### config.mk
export PLATFORM = sky130hd
export DESIGN_NAME = mem_arbiter_flat
export DESIGN_NICKNAME = d
export VERILOG_FILES = /design/src/rtl/mem_arbiter_if.sv /design/src/rtl/mem_arbiter.sv /design/src/flat_wrapper.sv
export SDC_FILE = /design/constraint.sdc
export NUM_CORES = 1
export LEC_CHECK = 0
export BUFFER_PORTS_ARGS = -buffer_cell sky130_fd_sc_hd__buf_2
export CORE_MARGIN = 2
export CORE_UTILIZATION = 25
export CTS_CLUSTER_DIAMETER = 60
export CTS_CLUSTER_SIZE = 28
export DETAILED_ROUTE_END_ITERATION = 8
export RECOVER_POWER = 25
export SYNTH_ARGS = -nofsm -noshare
export SYNTH_HDL_FRONTEND = slang
export SYNTH_SLANG_ARGS = --single-unit
### constraint.sdc
create_clock -name clock -period 4.7 [get_ports clock]
set_input_delay 0.94 -clock clock [delete_from_list [all_inputs] [get_ports clock]]
set_output_delay 0.94 -clock clock [all_outputs]
set_load 0.1 [all_outputs]
### src/rtl/mem_arbiter_if.sv
// Bus bundle between the fetch/data requesters, the arbiter and the shared memory.
// The arbiter uses the slave modport; the environment uses master.
interface mem_arbiter_if;
  logic        if_req;
  logic [31:0] if_addr;
  logic        if_ack;
  logic [31:0] if_rdata;

  logic        d_req;
  logic        d_rd;
  logic        d_wr;
  logic [31:0] d_addr;
  logic [31:0] d_wdata;
  logic        d_ack;
  logic [31:0] d_rdata;

  logic [31:0] mem_addr;
  logic [31:0] mem_wdata;
  logic        mem_rd;
  logic        mem_wr;
  logic [31:0] mem_rdata;

  logic        busy;
  logic        owner;

  modport slave (
    input  if_req, if_addr, d_req, d_rd, d_wr, d_addr, d_wdata, mem_rdata,
    output if_ack, if_rdata, d_ack, d_rdata, mem_addr, mem_wdata, mem_rd, mem_wr, busy, owner
  );

  modport master (
    output if_req, if_addr, d_req, d_rd, d_wr, d_addr, d_wdata, mem_rdata,
    input  if_ack, if_rdata, d_ack, d_rdata, mem_addr, mem_wdata, mem_rd, mem_wr, busy, owner
  );
endinterface

### src/rtl/mem_arbiter.sv
// Arbitrates one single-port memory between instruction fetch and data accesses.
// Data wins by default; fetch is forced through after STARVE_MAX consecutive losses.
module mem_arbiter #(
  parameter int unsigned STARVE_MAX = 4
) (
  input logic          clock,
  input logic          reset,
  mem_arbiter_if.slave bus
);
  typedef enum logic [1:0] {StIdle, StCmd, StResp} state_e;

  localparam logic [3:0] StarveMax = 4'(STARVE_MAX);

  state_e      state_q;
  logic        owner_q;
  logic        rd_q;
  logic        if_ack_q;
  logic        d_ack_q;
  logic        mem_rd_q;
  logic        mem_wr_q;
  logic [31:0] mem_addr_q;
  logic [31:0] mem_wdata_q;
  logic [31:0] if_rdata_q;
  logic [31:0] d_rdata_q;
  logic [3:0]  starve_q;

  logic if_valid;
  logic d_valid;
  logic grant_if;
  logic grant_d;

  // A requester being acked this cycle is not re-arbitrated until the next cycle.
  assign if_valid = bus.if_req & ~if_ack_q;
  assign d_valid  = bus.d_req & (bus.d_rd | bus.d_wr) & ~d_ack_q;
  assign grant_if = (state_q == StIdle) & if_valid & (~d_valid | (starve_q == StarveMax));
  assign grant_d  = (state_q == StIdle) & d_valid & ~grant_if;

  always_ff @(posedge clock) begin
    if (reset) begin
      state_q     <= StIdle;
      owner_q     <= 1'b0;
      rd_q        <= 1'b0;
      if_ack_q    <= 1'b0;
      d_ack_q     <= 1'b0;
      mem_rd_q    <= 1'b0;
      mem_wr_q    <= 1'b0;
      mem_addr_q  <= '0;
      mem_wdata_q <= '0;
      if_rdata_q  <= '0;
      d_rdata_q   <= '0;
      starve_q    <= '0;
    end else begin
      if_ack_q <= 1'b0;
      d_ack_q  <= 1'b0;
      unique case (state_q)
        StIdle: begin
          if (grant_if) begin
            state_q    <= StCmd;
            owner_q    <= 1'b0;
            rd_q       <= 1'b1;
            mem_rd_q   <= 1'b1;
            mem_addr_q <= bus.if_addr;
            starve_q   <= '0;
          end else if (grant_d) begin
            state_q    <= StCmd;
            owner_q    <= 1'b1;
            // A simultaneous read+write strobe performs only the write.
            rd_q       <= ~bus.d_wr;
            mem_rd_q   <= ~bus.d_wr;
            mem_wr_q   <= bus.d_wr;
            mem_addr_q <= bus.d_addr;
            if (bus.d_wr) mem_wdata_q <= bus.d_wdata;
            if (bus.if_req && (starve_q != StarveMax)) starve_q <= starve_q + 4'd1;
          end
        end
        StCmd: begin
          state_q  <= StResp;
          mem_rd_q <= 1'b0;
          mem_wr_q <= 1'b0;
        end
        StResp: begin
          state_q <= StIdle;
          if (owner_q) begin
            d_ack_q <= 1'b1;
            if (rd_q) d_rdata_q <= bus.mem_rdata;
          end else begin
            if_ack_q <= 1'b1;
            if (rd_q) if_rdata_q <= bus.mem_rdata;
          end
        end
        default: state_q <= StIdle;
      endcase
    end
  end

  assign bus.if_ack    = if_ack_q;
  assign bus.if_rdata  = if_rdata_q;
  assign bus.d_ack     = d_ack_q;
  assign bus.d_rdata   = d_rdata_q;
  assign bus.mem_addr  = mem_addr_q;
  assign bus.mem_wdata = mem_wdata_q;
  assign bus.mem_rd    = mem_rd_q;
  assign bus.mem_wr    = mem_wr_q;
  assign bus.busy      = (state_q != StIdle);
  assign bus.owner     = owner_q;
endmodule

### src/flat_wrapper.sv
// flat-port wrapper written by rule: the top's interface ports become plain ports
module mem_arbiter_flat 
#(
  parameter int unsigned STARVE_MAX = 4
)
  (clock, reset, bus_if_req, bus_if_addr, bus_d_req, bus_d_rd, bus_d_wr, bus_d_addr, bus_d_wdata, bus_mem_rdata, bus_if_ack, bus_if_rdata, bus_d_ack, bus_d_rdata, bus_mem_addr, bus_mem_wdata, bus_mem_rd, bus_mem_wr, bus_busy, bus_owner);
  mem_arbiter_if bus_i ();
  input logic clock;
  input logic reset;
  input wire logic [$bits(bus_i.if_req)-1:0] bus_if_req;
  input wire logic [$bits(bus_i.if_addr)-1:0] bus_if_addr;
  input wire logic [$bits(bus_i.d_req)-1:0] bus_d_req;
  input wire logic [$bits(bus_i.d_rd)-1:0] bus_d_rd;
  input wire logic [$bits(bus_i.d_wr)-1:0] bus_d_wr;
  input wire logic [$bits(bus_i.d_addr)-1:0] bus_d_addr;
  input wire logic [$bits(bus_i.d_wdata)-1:0] bus_d_wdata;
  input wire logic [$bits(bus_i.mem_rdata)-1:0] bus_mem_rdata;
  output wire logic [$bits(bus_i.if_ack)-1:0] bus_if_ack;
  output wire logic [$bits(bus_i.if_rdata)-1:0] bus_if_rdata;
  output wire logic [$bits(bus_i.d_ack)-1:0] bus_d_ack;
  output wire logic [$bits(bus_i.d_rdata)-1:0] bus_d_rdata;
  output wire logic [$bits(bus_i.mem_addr)-1:0] bus_mem_addr;
  output wire logic [$bits(bus_i.mem_wdata)-1:0] bus_mem_wdata;
  output wire logic [$bits(bus_i.mem_rd)-1:0] bus_mem_rd;
  output wire logic [$bits(bus_i.mem_wr)-1:0] bus_mem_wr;
  output wire logic [$bits(bus_i.busy)-1:0] bus_busy;
  output wire logic [$bits(bus_i.owner)-1:0] bus_owner;
  assign bus_i.if_req = bus_if_req;
  assign bus_i.if_addr = bus_if_addr;
  assign bus_i.d_req = bus_d_req;
  assign bus_i.d_rd = bus_d_rd;
  assign bus_i.d_wr = bus_d_wr;
  assign bus_i.d_addr = bus_d_addr;
  assign bus_i.d_wdata = bus_d_wdata;
  assign bus_i.mem_rdata = bus_mem_rdata;
  assign bus_if_ack = bus_i.if_ack;
  assign bus_if_rdata = bus_i.if_rdata;
  assign bus_d_ack = bus_i.d_ack;
  assign bus_d_rdata = bus_i.d_rdata;
  assign bus_mem_addr = bus_i.mem_addr;
  assign bus_mem_wdata = bus_i.mem_wdata;
  assign bus_mem_rd = bus_i.mem_rd;
  assign bus_mem_wr = bus_i.mem_wr;
  assign bus_busy = bus_i.busy;
  assign bus_owner = bus_i.owner;
  mem_arbiter #(.STARVE_MAX(STARVE_MAX)) u_core (.clock(clock), .reset(reset), .bus(bus_i));
endmodule
Yosys cells after proc, flatten, opt, wreduce, memory -nomap -nowiden
Cells that the tools add are included.
{"block": "totals", "latch_bits": 0, "reg_bits": 140, "ram_bits": 0, "wordCells": 68, "out_inout_bits": 134, "n_memories": 0, "mem_bits_ro": 0}
{"block": "classes", "multipliers": 0, "magnitude_cmp": 0, "n_eq_ne": 7, "n_reduce_logical": 14, "bitwise": 16, "n_div": 0, "n_addsub": 1, "shifts": 0, "mux": 18}
{"cell": "32-bit two-way mux", "count": 2}
{"cell": "4-bit two-way mux", "count": 3}
{"cell": "3-bit AND reduction", "count": 4}
{"cell": "1-bit two-way mux", "count": 8}
{"cell": "2-bit nonzero test", "count": 4}
{"cell": "1-bit AND", "count": 7}
{"cell": "1-bit inverter", "count": 7}
{"cell": "4-bit by 1-bit adder with 4-bit output, second input constant", "count": 1}
{"cell": "4-bit by 3-bit == test with 1-bit output, second input constant", "count": 1}
{"cell": "2-bit two-way mux", "count": 2}
{"cell": "4-bit by 3-bit != test with 1-bit output, second input constant", "count": 1}
{"cell": "1-bit case mux with 2 select lines", "count": 2}
{"cell": "2-bit case mux with 2 select lines", "count": 1}
{"cell": "2-bit AND reduction", "count": 2}
{"cell": "4-bit AND reduction", "count": 1}
{"cell": "3-bit by 1-bit != test with 1-bit output, second input constant", "count": 1}
{"cell": "2-bit by 1-bit == test with 1-bit output, second input constant", "count": 1}
{"cell": "2-bit == test, second input constant", "count": 1}
{"cell": "2-bit zero test", "count": 1}
{"cell": "2-bit by 1-bit != test with 1-bit output, second input constant", "count": 1}
{"cell": "2-bit != test, second input constant", "count": 1}
{"cell": "1-bit bitwise OR", "count": 2}
{"cell": "2-bit OR reduction", "count": 1}
{"cell": "1-bit logical AND", "count": 1}

Longest topological paths before layout
Gate-level depths: netlist of the first run.
{"block": "logic_depth", "depth_word": 11, "mapped_depth": 8, "depth_no_buf": 6}

Least setup slack after synthesis of the first run
OpenSTA, ideal clock, no wires.
{"block": "synth_path", "path_type": "input -> register", "from": "in bus_d_rd", "to": "reg u_core.mem_addr_q[15] (netlist: u_core.bus.mem_addr[15])", "setup_time_ns": 0.088, "slack_ns": 2.549, "t_required_ns": 4.612, "path_stages": 6, "arrival_ns": 2.062, "path_cell_list": "or2_1 nand3_1 buf_4 clkbuf_1 nand2_1 a311oi_2"}
{"block": "synth_between", "elab_chain_cells": 10, "word_cells_on_any_way": 12, "classes_between": "1 x mux; 9 x bitwise; 2 x reduce/logical"}
{"item": "start: declaration", "line_no": "flat_wrapper.sv:13", "rtl": "input wire logic [$bits(bus_i.d_rd)-1:0] bus_d_rd;"}
{"item": "1-bit bitwise OR *", "line_no": "mem_arbiter.sv:34", "rtl": "assign d_valid = bus.d_req & (bus.d_rd | bus.d_wr) & ~d_ack_q;"}
{"item": "1-bit AND * (2 in series)", "line_no": "mem_arbiter.sv:34"}
{"item": "1-bit inverter", "line_no": "mem_arbiter.sv:35", "rtl": "assign grant_if = (state_q == StIdle) & if_valid & (~d_valid | (starve_q == StarveMax));"}
{"item": "1-bit bitwise OR", "line_no": "mem_arbiter.sv:35"}
{"item": "1-bit AND", "line_no": "mem_arbiter.sv:35"}
{"item": "1-bit inverter", "line_no": "mem_arbiter.sv:36", "rtl": "assign grant_d = (state_q == StIdle) & d_valid & ~grant_if;"}
{"item": "1-bit AND", "line_no": "mem_arbiter.sv:36"}
{"item": "2-bit nonzero test (no line)"}
{"item": "2-bit AND reduction (no line)"}
{"item": "end signal: assignment", "line_no": "mem_arbiter.sv:62", "rtl": "mem_addr_q <= bus.if_addr;"}
{"item": "end signal: assignment", "line_no": "mem_arbiter.sv:71", "rtl": "mem_addr_q <= bus.d_addr;"}
{"item": "end: declaration", "line_no": "mem_arbiter.sv:21", "rtl": "logic [31:0] mem_addr_q;"}
Every way passes the cells marked *; elsewhere a longest branch is shown, timed or not.
A chain may end at the register's enable or synchronous reset.

Worst setup path in the final report of the first run
{"block": "layout_path", "from": "reg u_core.state_q[0]", "to": "reg u_core.d_rdata_q[16] (netlist: u_core.bus.d_rdata[16])"}
{"block": "layout_between", "elab_chain_cells": 2}
{"item": "start: declaration", "line_no": "mem_arbiter.sv:14", "rtl": "state_e state_q;"}
{"item": "start signal: assignment", "line_no": "mem_arbiter.sv:40", "rtl": "state_q <= StIdle;"}
{"item": "start signal: assignment", "line_no": "mem_arbiter.sv:58", "rtl": "state_q <= StCmd;"}
{"item": "start signal: assignment", "line_no": "mem_arbiter.sv:65", "rtl": "state_q <= StCmd;"}
{"item": "2-bit == test", "line_no": "mem_arbiter.sv:55", "rtl": "unique case (state_q)"}
{"item": "3-bit AND reduction (no line)"}
{"item": "end signal: assignment", "line_no": "mem_arbiter.sv:85", "rtl": "if (rd_q) d_rdata_q <= bus.mem_rdata;"}
{"item": "end: declaration", "line_no": "mem_arbiter.sv:24", "rtl": "logic [31:0] d_rdata_q;"}
No other way between the ends.

==> results of run 1 <==
## layout make-up
type / instances / area, µm² / share of cell area [%]
antenna: 2 / 5.00 / 0.0662
clock buffer: 21 / 460 / 6.09
clock inverter: 11 / 109 / 1.44
inverter: 6 / 22.5 / 0.298
multi-input combinational: 470 / 2390 / 31.6
sequential: 140 / 2800 / 37.1
tap: 275 / 344 / 4.55
timing repair buffer: 276 / 1430 / 18.9
## worst max path at each step
stage,end,start
finish,u_core.bus.d_rdata[16],u_core.state_q[0]
global route,u_core.bus.d_rdata[13],u_core.state_q[0]
CTS,bus_busy,u_core.state_q[1]
detailed placement,u_core.bus.mem_wdata[15],bus_d_req
global placement,u_core.bus.mem_wdata[9],bus_d_req
floorplan,u_core.bus.mem_addr[15],bus_d_rd
## registers in the layout (all words and copies together), names as in the netlist
| name | count |
|---|---|
| u_core.bus.mem_rd | 1 |
| u_core.bus.mem_wdata | 32 |
| u_core.bus.if_rdata | 32 |
| u_core.starve_q | 4 |
| u_core.bus.mem_wr | 1 |
| u_core.bus.mem_addr | 32 |
| u_core.rd_q | 1 |
| u_core.bus.d_rdata | 32 |
| u_core.bus.if_ack | 1 |
| u_core.bus.d_ack | 1 |
| u_core.state_q | 2 |
| u_core.bus.owner | 1 |
## routing by layer
layer,vias up,share of wire [%],track usage [%],wire length (µm)
met2,190,46,23.8,8140
met3,32,6.5,4.55,1150
li1,2774,-,-,-
met1,2559,44,18.7,7800
met4,0,2.8,6.78,491
met5,-,0,0,0
## placed cells by master (no fill, tap or decap), drive strengths merged
master	instances
a211oi	1
a21oi	106
a311oi	33
and3b	1
buf	274
bufinv	1
clkbuf	23
clkinv	2
clkinvlp	4
dfxtp	140
diode	2
ha	2
inv	10
nand2	195
nand2b	4
nand3	34
nand3b	2
nor2	37
nor2b	2
nor3	1
nor3b	1
nor4b	2
o211ai	2
o21ai	36
o311ai	1
o31a	1
o31ai	3
or2	2
or3	1
or3b	1
or4	2
## worst register-to-register path: stages, from the launching register on
cell	delay [ns]
dfxtp_1	0.47
nand3b_1	0.23
or2_0	1.53
nand2_1	0.17
a21oi_1	0.20
## cells by family (layout without fill, tap and decap cells)
logic type | count (synthesis) | count (layout) | synth area share [%]
and+or+nand+nor | 285 | 285 | 21.9
AOI/OAI and AO/OA | 183 | 183 | 20.9
DFF | 140 | 140 | 51.7
buffers and inverters | 61 | 314 | 4.97
adders and majority gates | 2 | 2 | 0.462
other | 0 | 2 | 0
## through the flow
stage | util [%] | instances | area [µm²]
floorplan | - | 671 | 5420
global placement | 33.0 | 1167 | 6990
detailed placement | 33.0 | 1167 | 6990
CTS | 35.7 | 1199 | 7560
global route | 35.7 | 1201 | 7560
finish | 35.7 | 1201 | 7560
## power by group
group          switching [mW]  total [mW]  internal, mW  leakage [nW]
Clock                   0.547        1.31         0.763         0.267
Combinational           0.545       0.681         0.136          1.83
Sequential             0.0291        1.27          1.24          1.14
Total                    1.12        3.26          2.14          3.23
==> parameters.txt, run 1 <==
Parameter                              Value

Timing
  Post-Route Setup TNS    0 ns
  Highest clock frequency the design can meet    374 MHz
  Max-slew violation count    66
  Actual transition at the worst max-transition pin    about 2.1 ns
  Final worst slack    between 2 and 2.5 ns
  Hold Worst Slack    approximately 0.45 ns
  Setup repair after global routing missed its margin    no
  Number of hold-slack violations in the final timing report    0
  Final critical-path share of the clock period    a little under three fifths
  Relative slew margins    -38.5%
  Final number of setup-violating endpoints    0
  Clock skew after layout    approximately 0.020 ns
  Final critical path time including I/O delays and setup    approximately 2.7 ns

Global routing
  Maximum number of pins on one net before global-route repair    78
  Wire length of the first global-routing pass    26700 µm
  Number of global-route vias before repair    slightly above 5000
  Total gr overflow    0
  All-layer global routing usage    15.0%
  Number of antenna violations at the first check in global routing    2

Power and ir drop
  Final Total Pwr    ~3.3 mW
  Worst voltage drop across the vdd grid    roughly 240 µV
  PD cells    431 mW/mm²
  Leakage power figure    approximately 3.2 nW

Logic synthesis
  Commonest cells in the netlist    nand2_1 (195), dfxtp_1 (140), a21oi_1 (106), clkbuf_1 (39)
  Synth Instances    between 600 and 700
  Most frequent cell after synthesis    nand2_1
  Fraction of synthesis flops using an asynchronous set or reset pin    0%
  Area share of the leading cell type in the synthesized netlist    about half
  Sequential-to-total area share from yosys stat    between 50% and 60%
  Synthesized net count    807
  Avg Cell Area, Syn    ~8.1 µm²
  Library cell occupying the most area in the post-synthesis netlist    dfxtp_1
  Number of enable-type register cells in the synthesized netlist    0
  Top flip-flop cell by instance count after synthesis    dfxtp_1
  Number of warnings printed during yosys synthesis    0
  Synth Register Bits    140
  Top cells by area in the synthesized netlist    dfxtp_1 (52%), nand2_1 (14%), a21oi_1 (9.8%)
  Post-synthesis cell area    0.00542 mm²
  Distinct cell type count of the synthesized netlist    33

Clocking
  CTS Buf Count    17
  CTS clock-pin slew for the worst setup and hold paths    roughly 0.06 ns
  Max Buffers Root-to-Sink    2
  Sinks on the clock net    140
  Later-pin clock latency in the skew report    0.43 ns
  Number of hold-repair buffers added at the cts stage    0
  Buffers inserted by post-CTS timing repair    0
  CTS tree    built
  CTS resizes    0
  Root Buffer Master    clkbuf_16
  H-Tree Level Count    4

Critical path
  Maximum fanout along the worst path    32
  Number of cells on the critical path    4
  Endpoint class of the critical path    flip-flop
  Startpoint type of the worst setup path    flip-flop
  FF-to-FF setup slack    around 2 ns
  Worst Path Class, Setup    reg -> reg
  Number of buffers and inverters on the critical path    0
  R2R Path End    u_core.bus.d_rdata[16]
  Data arrival, critical path    approximately 3 ns
  Critical path's largest stage delay    1.53 ns
  Cell count of the worst reg-to-reg path    4
  Kind of cell adding the most delay to the critical path    simple AND/OR/NAND/NOR gates
  Cell-by-cell listing of the critical path    nand3b_1, or2_0, nand2_1, a21oi_1
  Crit path max-delay cell type    or2_0
  Required time at the worst-slack endpoint    ~5.0 ns
  Source of the worst register-to-register timing path    u_core.state_q[0]

Floorplanning
  Vertical extent of the die    roughly 150 µm
  Effective utilization at floorplan    between 20% and 30%
  I/O pin total    between 200 and 300
  Die Outline Area    between 0.02 and 0.025 mm²
  Core footprint    0.0212 mm²
  Number of core rows    53
  X dimension of the die    around 150 µm

Flow run
  Number of max-capacitance violations reported    2

Routing
  Sum of routed wire length over all layers    between 15000 and 20000 µm
  Drt wl/cell    roughly 15 µm
  Antenna Nets Post-Route    0
  Total via count in the routed design    approximately 5600
  Initial DRC Count    around 250
  Vias/cell    around 4.6
  DR DRC count    0
  Pre-Repair DR Iteration Count    4

Hold path
  Class of the most critical hold timing path    reg -> reg
  Launch point of the worst hold path    u_core.bus.d_rdata[14]
  Worst hold path cell count    2
  Hold endpoint    u_core.bus.d_rdata[14]

Finish
  Fill cell count    2242
  Proportion of layout cells with a drive suffix above 1    35.1%
  Layout Nets    1047
  Layout-stage area growth over the synthesis result    39.5%

Outcome
  Failing checks    capacitance limit, slew limit
  Status    finished, violations left

Placed design
  Pre-CTS worst setup slack    ~1.8 ns
  Last weighted congestion value of the routability-driven placer    roughly 0.78
  Count of port buffers added during placement    between 200 and 300
  HPWL reported at the end of detailed placement    between 10000 and 15000 µm
Power figures use the tool's default switching activity.
==> run 2, diff against run 1 <==
Settings changed: ABC_AREA from default to 1.
Clock period 4.7 ns to 2.4 ns, I/O delays scaled along.
==> run 2 against run 1 <==
  * The flow still finishes with violations (capacitance limit, slew limit)
  * Register-to-register slack got worse by 1.5 ns
  * Die area increased by 9.2%
  * Final cell count increased by 23%
  * Combinational power increased by 120%
  * Sequential power increased by 97%
  * Synthesized cell count increased by 33%
  * Clock-buffer cell count decreased by 3
  * Routed wire length decreased by 0.72%
  * Core utilization decreased by 1.0 points
  * Flip-flop and latch count unchanged
  * Clock skew increased by 0.00057 ns
  * Largest cell class unchanged
==> parameters.txt, run 2 <==
Parameter                              Value

Critical path
  Endpoint class of the critical path    primary output
  Critical path's largest stage delay    0.89 ns (-0.64 ns)
  Data arrival, critical path    1.64 ns (-1.37 ns)
  Cell-by-cell listing of the critical path    clkbuf_1
  Worst Path Class, Setup    reg -> out
  Required time at the worst-slack endpoint    1.92 ns (-3.12 ns)
  Kind of cell adding the most delay to the critical path    buffers and inverters
  Startpoint type of the worst setup path    flip-flop
  Maximum fanout along the worst path    2 (-94%)
  Number of buffers and inverters on the critical path    1 (+1)
  Crit path max-delay cell type    clkbuf_1

Logic synthesis
  Distinct cell type count of the synthesized netlist    20 (-39%)
  Avg Cell Area, Syn    6.63 µm² (-18%)
  Fraction of synthesized cell area in xor and xnor cells    0% (unchanged)
  Library cell occupying the most area in the post-synthesis netlist    dfxtp_1
  Combinational family with the most area after synthesis    simple AND/OR/NAND/NOR gates
  Post-synthesis cell area    0.00593 mm² (+9.5%)
  Multiplexer share of the synthesized area    0% (unchanged)
  Top flip-flop cell by instance count after synthesis    dfxtp_1
  Most frequent cell after synthesis    nor2_1
  Simple-gate area share of the yosys netlist    30.2% (+8.3 points)
  Sequential-to-total area share from yosys stat    47.3% (-4.5 points)
  Number of warnings printed during yosys synthesis    0 (unchanged)
  Top cells by area in the synthesized netlist    dfxtp_1 (47%), nor2_1 (16%), inv_1 (9.1%)
  Area share of the leading cell type in the synthesized netlist    47.3% (-4.5 points)
  Compound-Gate Fraction of Synth Area    9.28% (-12 points)
  Synth Instances    894 (+33%)
  Synth Register Bits    140 (unchanged)
  Number of enable-type register cells in the synthesized netlist    0 (unchanged)
  Adder-cell share of the synthesized area    0.422% (-0.040 points)
  Synthesized net count    1030 (+28%)
  Fraction of synthesis flops using an asynchronous set or reset pin    0% (unchanged)
  Commonest cells in the netlist    nor2_1 (253), inv_1 (143), nand2_1 (142), dfxtp_1 (140), o21ai_0 (69)

Outcome
  Status    finished, violations left
  Failing checks    capacitance limit, slew limit

Routing
  Sum of routed wire length over all layers    17500 µm (-0.72%)
  Pre-Repair DR Iteration Count    4 (unchanged)
  DR DRC count    0 (unchanged)
  Antenna Nets Post-Route    0 (unchanged)
  Initial DRC Count    341 (+37%)
  Total via count in the routed design    6082 (+9.5%)
  Drt wl/cell    11.8 µm (-19%)
  Vias/cell    4.12 (-11%)

Timing
  Relative slew margins    -20.0% (+19 points)
  Hold Worst Slack    0.286 ns (-0.164 ns)
  Post-Route Setup TNS    0 ns (unchanged)
  Actual transition at the worst max-transition pin    1.80 ns (-0.278 ns)
  Final worst slack    0.275 ns (-1.75 ns)
  Max-slew violation count    38 (-42%)
  Final critical-path share of the clock period    roughly nine tenths
  Highest clock frequency the design can meet    ~470 MHz
  Clock skew after layout    0.0207 ns (+0.000573 ns)
  Final number of setup-violating endpoints    0 (unchanged)
  Final critical path time including I/O delays and setup    around 2.1 ns
  Number of hold-slack violations in the final timing report    0 (unchanged)
  Setup repair after global routing missed its margin    no

Clocking
  Buffers inserted by post-CTS timing repair    0 (unchanged)
  CTS clock-pin slew for the worst setup and hold paths    0.07 ns (about the same)
  Number of hold-repair buffers added at the cts stage    0 (unchanged)
  CTS tree    built
  Max Buffers Root-to-Sink    2 (unchanged)
  Later-pin clock latency in the skew report    0.43 ns (about the same)
  CTS Buf Count    17 (unchanged)
  Sinks on the clock net    140 (unchanged)
  Root Buffer Master    clkbuf_16
  CTS resizes    0 (unchanged)
  H-Tree Level Count    4 (unchanged)

Global routing
  Maximum number of pins on one net before global-route repair    66 (-15%)
  Number of antenna violations at the first check in global routing    0 (-2)
  All-layer global routing usage    13.8% (-1.2 points)
  Wire length of the first global-routing pass    27100 µm (+1.8%)
  Total gr overflow    0 (unchanged)
  Number of global-route vias before repair    5402 (+4.8%)

Finish
  Area of all placed cells without fillers    0.00812 mm² (+7.5%)
  Count of placed standard cells in the final layout, fillers left out    1478 (+23%)
  Proportion of layout cells with a drive suffix above 1    25.2% (-9.9 points)
  Layout-stage area growth over the synthesis result    36.9%
  Layout Nets    1282 (+22%)
  Commonest non-fill, non-tap cell in the layout    nor2_1
  Most frequent cells in the layout    nor2_1 (253), buf_2 (236), inv_1 (142), nand2_1 (142), dfxtp_1 (140)
  Utilization after layout    34.7% (-1.0 points)
  Inserted Diodes    0 (-2)

Placed design
  Last weighted congestion value of the routability-driven placer    0.841 (+8.3%)
  Count of port buffers added during placement    267 (unchanged)
  Total instance count after detailed placement    1446 (+24%)
  Pre-CTS worst setup slack    0.379 ns (-1.44 ns)
  HPWL reported at the end of detailed placement    12200 µm (+2.8%)
  Post-place instance area    0.00758 mm² (+8.5%)

Floorplanning
  Effective utilization at floorplan    25.3% (-0.26 points)
  Die Outline Area    0.0250 mm² (+9.2%)
  I/O pin total    268 (unchanged)
  Vertical extent of the die    158 µm (+4.5%)
  X dimension of the die    158 µm (+4.5%)
  Number of core rows    56 (+5.7%)
  Core footprint    0.0234 mm² (+11%)

Power and ir drop
  Final Total Pwr    6.66 mW (+100%)
  PD cells    820 mW/mm² (+90%)
  Internal power consumption    4.25 mW (+99%)
  Sequential cell fraction of total power    37.5% (-1.4 points)
  Total net switching power    2.41 mW (+120%)
  Switching share of total power    36.2% (+1.9 points)
  Comb power frac    22.8% (+1.9 points)
  Clk pwr share    39.7% (-0.5 points)
  Worst voltage drop across the vdd grid    321 µV (+32%)
  Leakage power figure    4.17 nW (+29%)

Flow run
  Number of max-capacitance violations reported    1 (-1)

Hold path
  Class of the most critical hold timing path    in -> reg
## run 2: changes by cell type after synthesis, moves of 10 or more
cell and change:
nor2_1 +217, inv_1 +138, a21oi_1 -65, nand2_1 -53, o21ai_0 +33, a311oi_1 -23
a311oi_2 -10, clkbuf_1 -10
## run 2: cells by family (layout without fill, tap and decap cells)
| family | count (synthesis) | count (layout) |
|---|---|---|
| compound gates | 110 | 110 |
| fa+ha+maj | 2 | 2 |
| buf+inv | 193 | 458 |
| flops | 140 | 140 |
| simple gates | 449 | 449 |
## run 2: per-layer routing
metal  track usage (%)  routed length [µm]  vias up
li1                  -                   -     3185
met5                 0                   0        -
met4              5.83                 345        0
met1              17.1                7960     2707
met2              22.3                8040      172
met3              3.91                1120       18
## run 2: tightest hold or removal path, delay by kind of cell
family | cells | cell delay (ns)
and+or+nand+nor | 2 | 0.11
buffers and inverters | 1 | 0.08
## run 2: worst paths after layout
check,startpoint,end,slack [ns],cells past startpoint
max,u_core.bus.d_rdata[2],bus_d_rdata[2],0.28,1
min,bus_d_wdata[26],u_core.bus.mem_wdata[26],0.29,3
max reg2reg,u_core.starve_q[0],u_core.bus.mem_wdata[9],0.50,10
min reg2reg,u_core.bus.d_rdata[1],u_core.bus.d_rdata[1],0.44,2
## run 2: cell type report
cell class	instances	area, µm²
clock buffers	18	439
clock inverters	14	150
fillers	2599	15300
inverters	143	537
multi-input cells	561	2370
flip-flops and latches	140	2800
well taps	319	399
repair buffers	283	1420
## run 2: power by group through the flow
stage	registers, mW	clock network (mW)	logic [mW]
2_1_floorplan	3.30	0	0.448
3_3_place_gp	2.54	0	1.53
3_5_place_dp	2.55	0	1.54
4_1_cts	2.49	2.73	1.54
5_1_grt	2.51	2.84	1.63
6_report	2.50	2.64	1.52
==> run 3, diff against run 2 <==
Settings changed: BUFFER_PORTS_ARGS -buffer_cell sky130_fd_sc_hd__buf_2 to default, CORE_UTILIZATION 25 to 55, DONT_BUFFER_PORTS from default to 1, PLACE_DENSITY from default to 0.73.
==> run 3 against run 2 <==
  * The run now ends clean
  * Setup slack gained 0.12 ns
  * Critical path type is now reg -> reg
  * Design area shrank 7.4%
  * Flip-flop and latch count is the same
  * Global-route usage grew 12 points
  * Critical path depth grew 4
  * Final cell count shrank 22%
  * Highest routed layer unchanged
==> parameters.txt, run 3 (same netlist as run 2, synthesis figures left out) <==
Parameter                              Value

Timing
  Post-Route Setup TNS    0 ns (unchanged)
  Final number of setup-violating endpoints    0 (unchanged)
  Actual transition at the worst max-transition pin    1.08 ns (-0.723 ns)
  Setup repair after global routing missed its margin    no
  Highest clock frequency the design can meet    498 MHz (+5.9%)
  Number of hold-slack violations in the final timing report    0 (unchanged)
  Max-slew violation count    0 (-100%)
  Final critical path time including I/O delays and setup    2.01 ns (-0.119 ns)
  Clock skew after layout    0.0101 ns (-0.0106 ns)
  Final critical-path share of the clock period    83.6% (-5.0 points)
  Relative slew margins    28.2% (+48 points)

Finish
  Area of all placed cells without fillers    0.00752 mm² (-7.4%)
  Footprint of the multi-input gates    0.00237 mm² (unchanged)
  Proportion of layout cells with a drive suffix above 1    18.2% (-7.0 points)
  Layout-stage area growth over the synthesis result    26.8%
  Flip-flop and latch area    0.00280 mm² (unchanged)
  Commonest non-fill, non-tap cell in the layout    nor2_1
  Layout Nets    1145 (-11%)
  Most frequent cells in the layout    nor2_1 (253), inv_1 (142), nand2_1 (142)
  Fill cell count    892 (-66%)
  Inserted Diodes    0 (unchanged)

Clocking
  CTS Buf Count    17 (unchanged)
  Sinks on the clock net    140 (unchanged)
  CTS clock-pin slew for the worst setup and hold paths    0.06 ns (about the same)
  Later-pin clock latency in the skew report    0.50 ns (+0.07 ns)
  H-Tree Level Count    4 (unchanged)
  Max Buffers Root-to-Sink    2 (unchanged)
  Root Buffer Master    clkbuf_8
  Buffers inserted by post-CTS timing repair    0 (unchanged)
  CTS tree    built
  CTS resizes    0 (unchanged)
  Number of hold-repair buffers added at the cts stage    0 (unchanged)

Routing
  Initial DRC Count    374 (+9.7%)
  DR DRC count    0 (unchanged)
  Drt wl/cell    13.0 µm (+10%)
  Pre-Repair DR Iteration Count    5 (+1)
  Antenna Nets Post-Route    0 (unchanged)
  Total via count in the routed design    5633 (-7.4%)
  Vias/cell    4.87 (+18%)
  Sum of routed wire length over all layers    15100 µm (-14%)

Hold path
  Launch point of the worst hold path    reset
  Hold endpoint    u_core.bus.mem_addr[23]
  Worst hold path cell count    1 (-2)
  Class of the most critical hold timing path    in -> reg

Placed design
  HPWL reported at the end of detailed placement    10900 µm (-11%)
  Count of port buffers added during placement    0 (-100%)
  Last weighted congestion value of the routability-driven placer    0.845 (+0.51%)
  Post-place instance area    0.00699 mm² (-7.8%)

Flow run
  Number of max-capacitance violations reported    0 (-1)

Floorplanning
  Effective utilization at floorplan    56.9% (+32 points)
  Number of core rows    37 (-34%)
  Vertical extent of the die    108 µm (-32%)
  I/O pin total    268 (unchanged)
  X dimension of the die    108 µm (-32%)
  Die Outline Area    0.0116 mm² (-53%)
  Core footprint    0.0104 mm² (-55%)

Critical path
  Crit path max-delay cell type    clkbuf_2
  Required time at the worst-slack endpoint    2.74 ns (+0.82 ns)
  R2R Path End    u_core.bus.d_rdata[27]
  Kind of cell adding the most delay to the critical path    buffers and inverters
  Endpoint class of the critical path    flip-flop
  FF-to-FF setup slack    0.39 ns (-0.11 ns)
  Cell-by-cell listing of the critical path    buf_4, nand3_2, clkbuf_2, o21ai_0, a21oi_1
  Cell count of the worst reg-to-reg path    5 (-5)
  Startpoint type of the worst setup path    flip-flop
  Worst Path Class, Setup    reg -> reg
  Source of the worst register-to-register timing path    u_core.bus.owner
  Data arrival, critical path    2.35 ns (+0.71 ns)
  Maximum fanout along the worst path    64 (+62)
  Number of buffers and inverters on the critical path    2 (+1)
  Critical path's largest stage delay    0.61 ns (-0.28 ns)

Global routing
  Number of global-route vias before repair    5491 (+1.6%)
  Number of antenna violations at the first check in global routing    0 (unchanged)
  All-layer global routing usage    25.7% (+12 points)
  Total gr overflow    0 (unchanged)
  Wire length of the first global-routing pass    24100 µm (-11%)
  Maximum number of pins on one net before global-route repair    65 (-1.5%)

Outcome
  Status    completed

Power and ir drop
  Leakage power figure    3.75 nW (-10%)
  PD cells    891 mW/mm² (+8.6%)
  Worst voltage drop across the vdd grid    469 µV (+46%)
==> run 3: cell count changes in the layout (fill, tap and decap cells not counted), sizes merged <==
| cell | previous run | this run |
|---|---|---|
| buf | 249 | 103 |
| bufinv | 1 | 5 |
| clkbuf | 52 | 60 |
| clkinv | 3 | 7 |
| clkinvlp | 2 | 1 |
| inv | 151 | 144 |
==> run 3: per-stage QoR <==
step	std cells	total power [mW]	setup WS, ns	hold slack (ns)	utilization (%)
after floorplan	894	3.74	0.380	0.441	-
after detailed placement	1126	4.01	0.457	0.465	67.1
after global routing	1157	6.96	0.161	0.0215	72.2
after CTS	1157	6.77	0.431	0.0275	73.2
final	1157	6.70	0.394	0.0515	72.2
after global placement	1126	3.97	0.596	0.449	67.1
==> run 3: worst register-to-register path: stages (launching register included) <==
cell and delay, ns:
dfxtp_1 0.32, buf_4 0.31, nand3_2 0.10, clkbuf_2 0.61
o21ai_0 0.45, a21oi_1 0.06
==> run 3: final cells by class <==
type                    instances  share of cell area, %
clock buffers                  17                   5.51
inverters                     143                   7.14
multi-input cells             561                   31.6
flip-flops and latches        140                   37.3
clock inverters                14                   2.93
repair buffers                146                   13.3
well taps                     136                   2.26
==> run 3: worst max path at each step <==
stage	from	end	slack [ns]	cells after the start
3_3_place_gp	u_core.starve_q[0]	u_core.bus.mem_addr[7]	0.60	11
2_1_floorplan	u_core.bus.d_ack	u_core.bus.mem_addr[30]	0.38	9
4_1_cts	u_core.starve_q[0]	u_core.bus.mem_addr[26]	0.43	11
6_report	u_core.bus.owner	u_core.bus.d_rdata[27]	0.39	5
5_1_grt	u_core.state_q[1]	u_core.bus.d_rdata[19]	0.16	6
3_5_place_dp	u_core.starve_q[0]	u_core.bus.mem_addr[26]	0.46	11
==> run 3: layer usage <==
layer,track usage (%),wire (µm)
met2,45.2,7390
met3,9.38,1310
met4,11.6,492
met1,27.4,5900
met5,0,0
==> run 3: where the power goes <==
group | internal, mW | total [mW] | switching (mW)
Sequential | 2.44 | 2.48 | 0.0395
Clock | 1.79 | 2.76 | 0.969
Combinational | 0.281 | 1.46 | 1.18
Total | 4.51 | 6.70 | 2.18
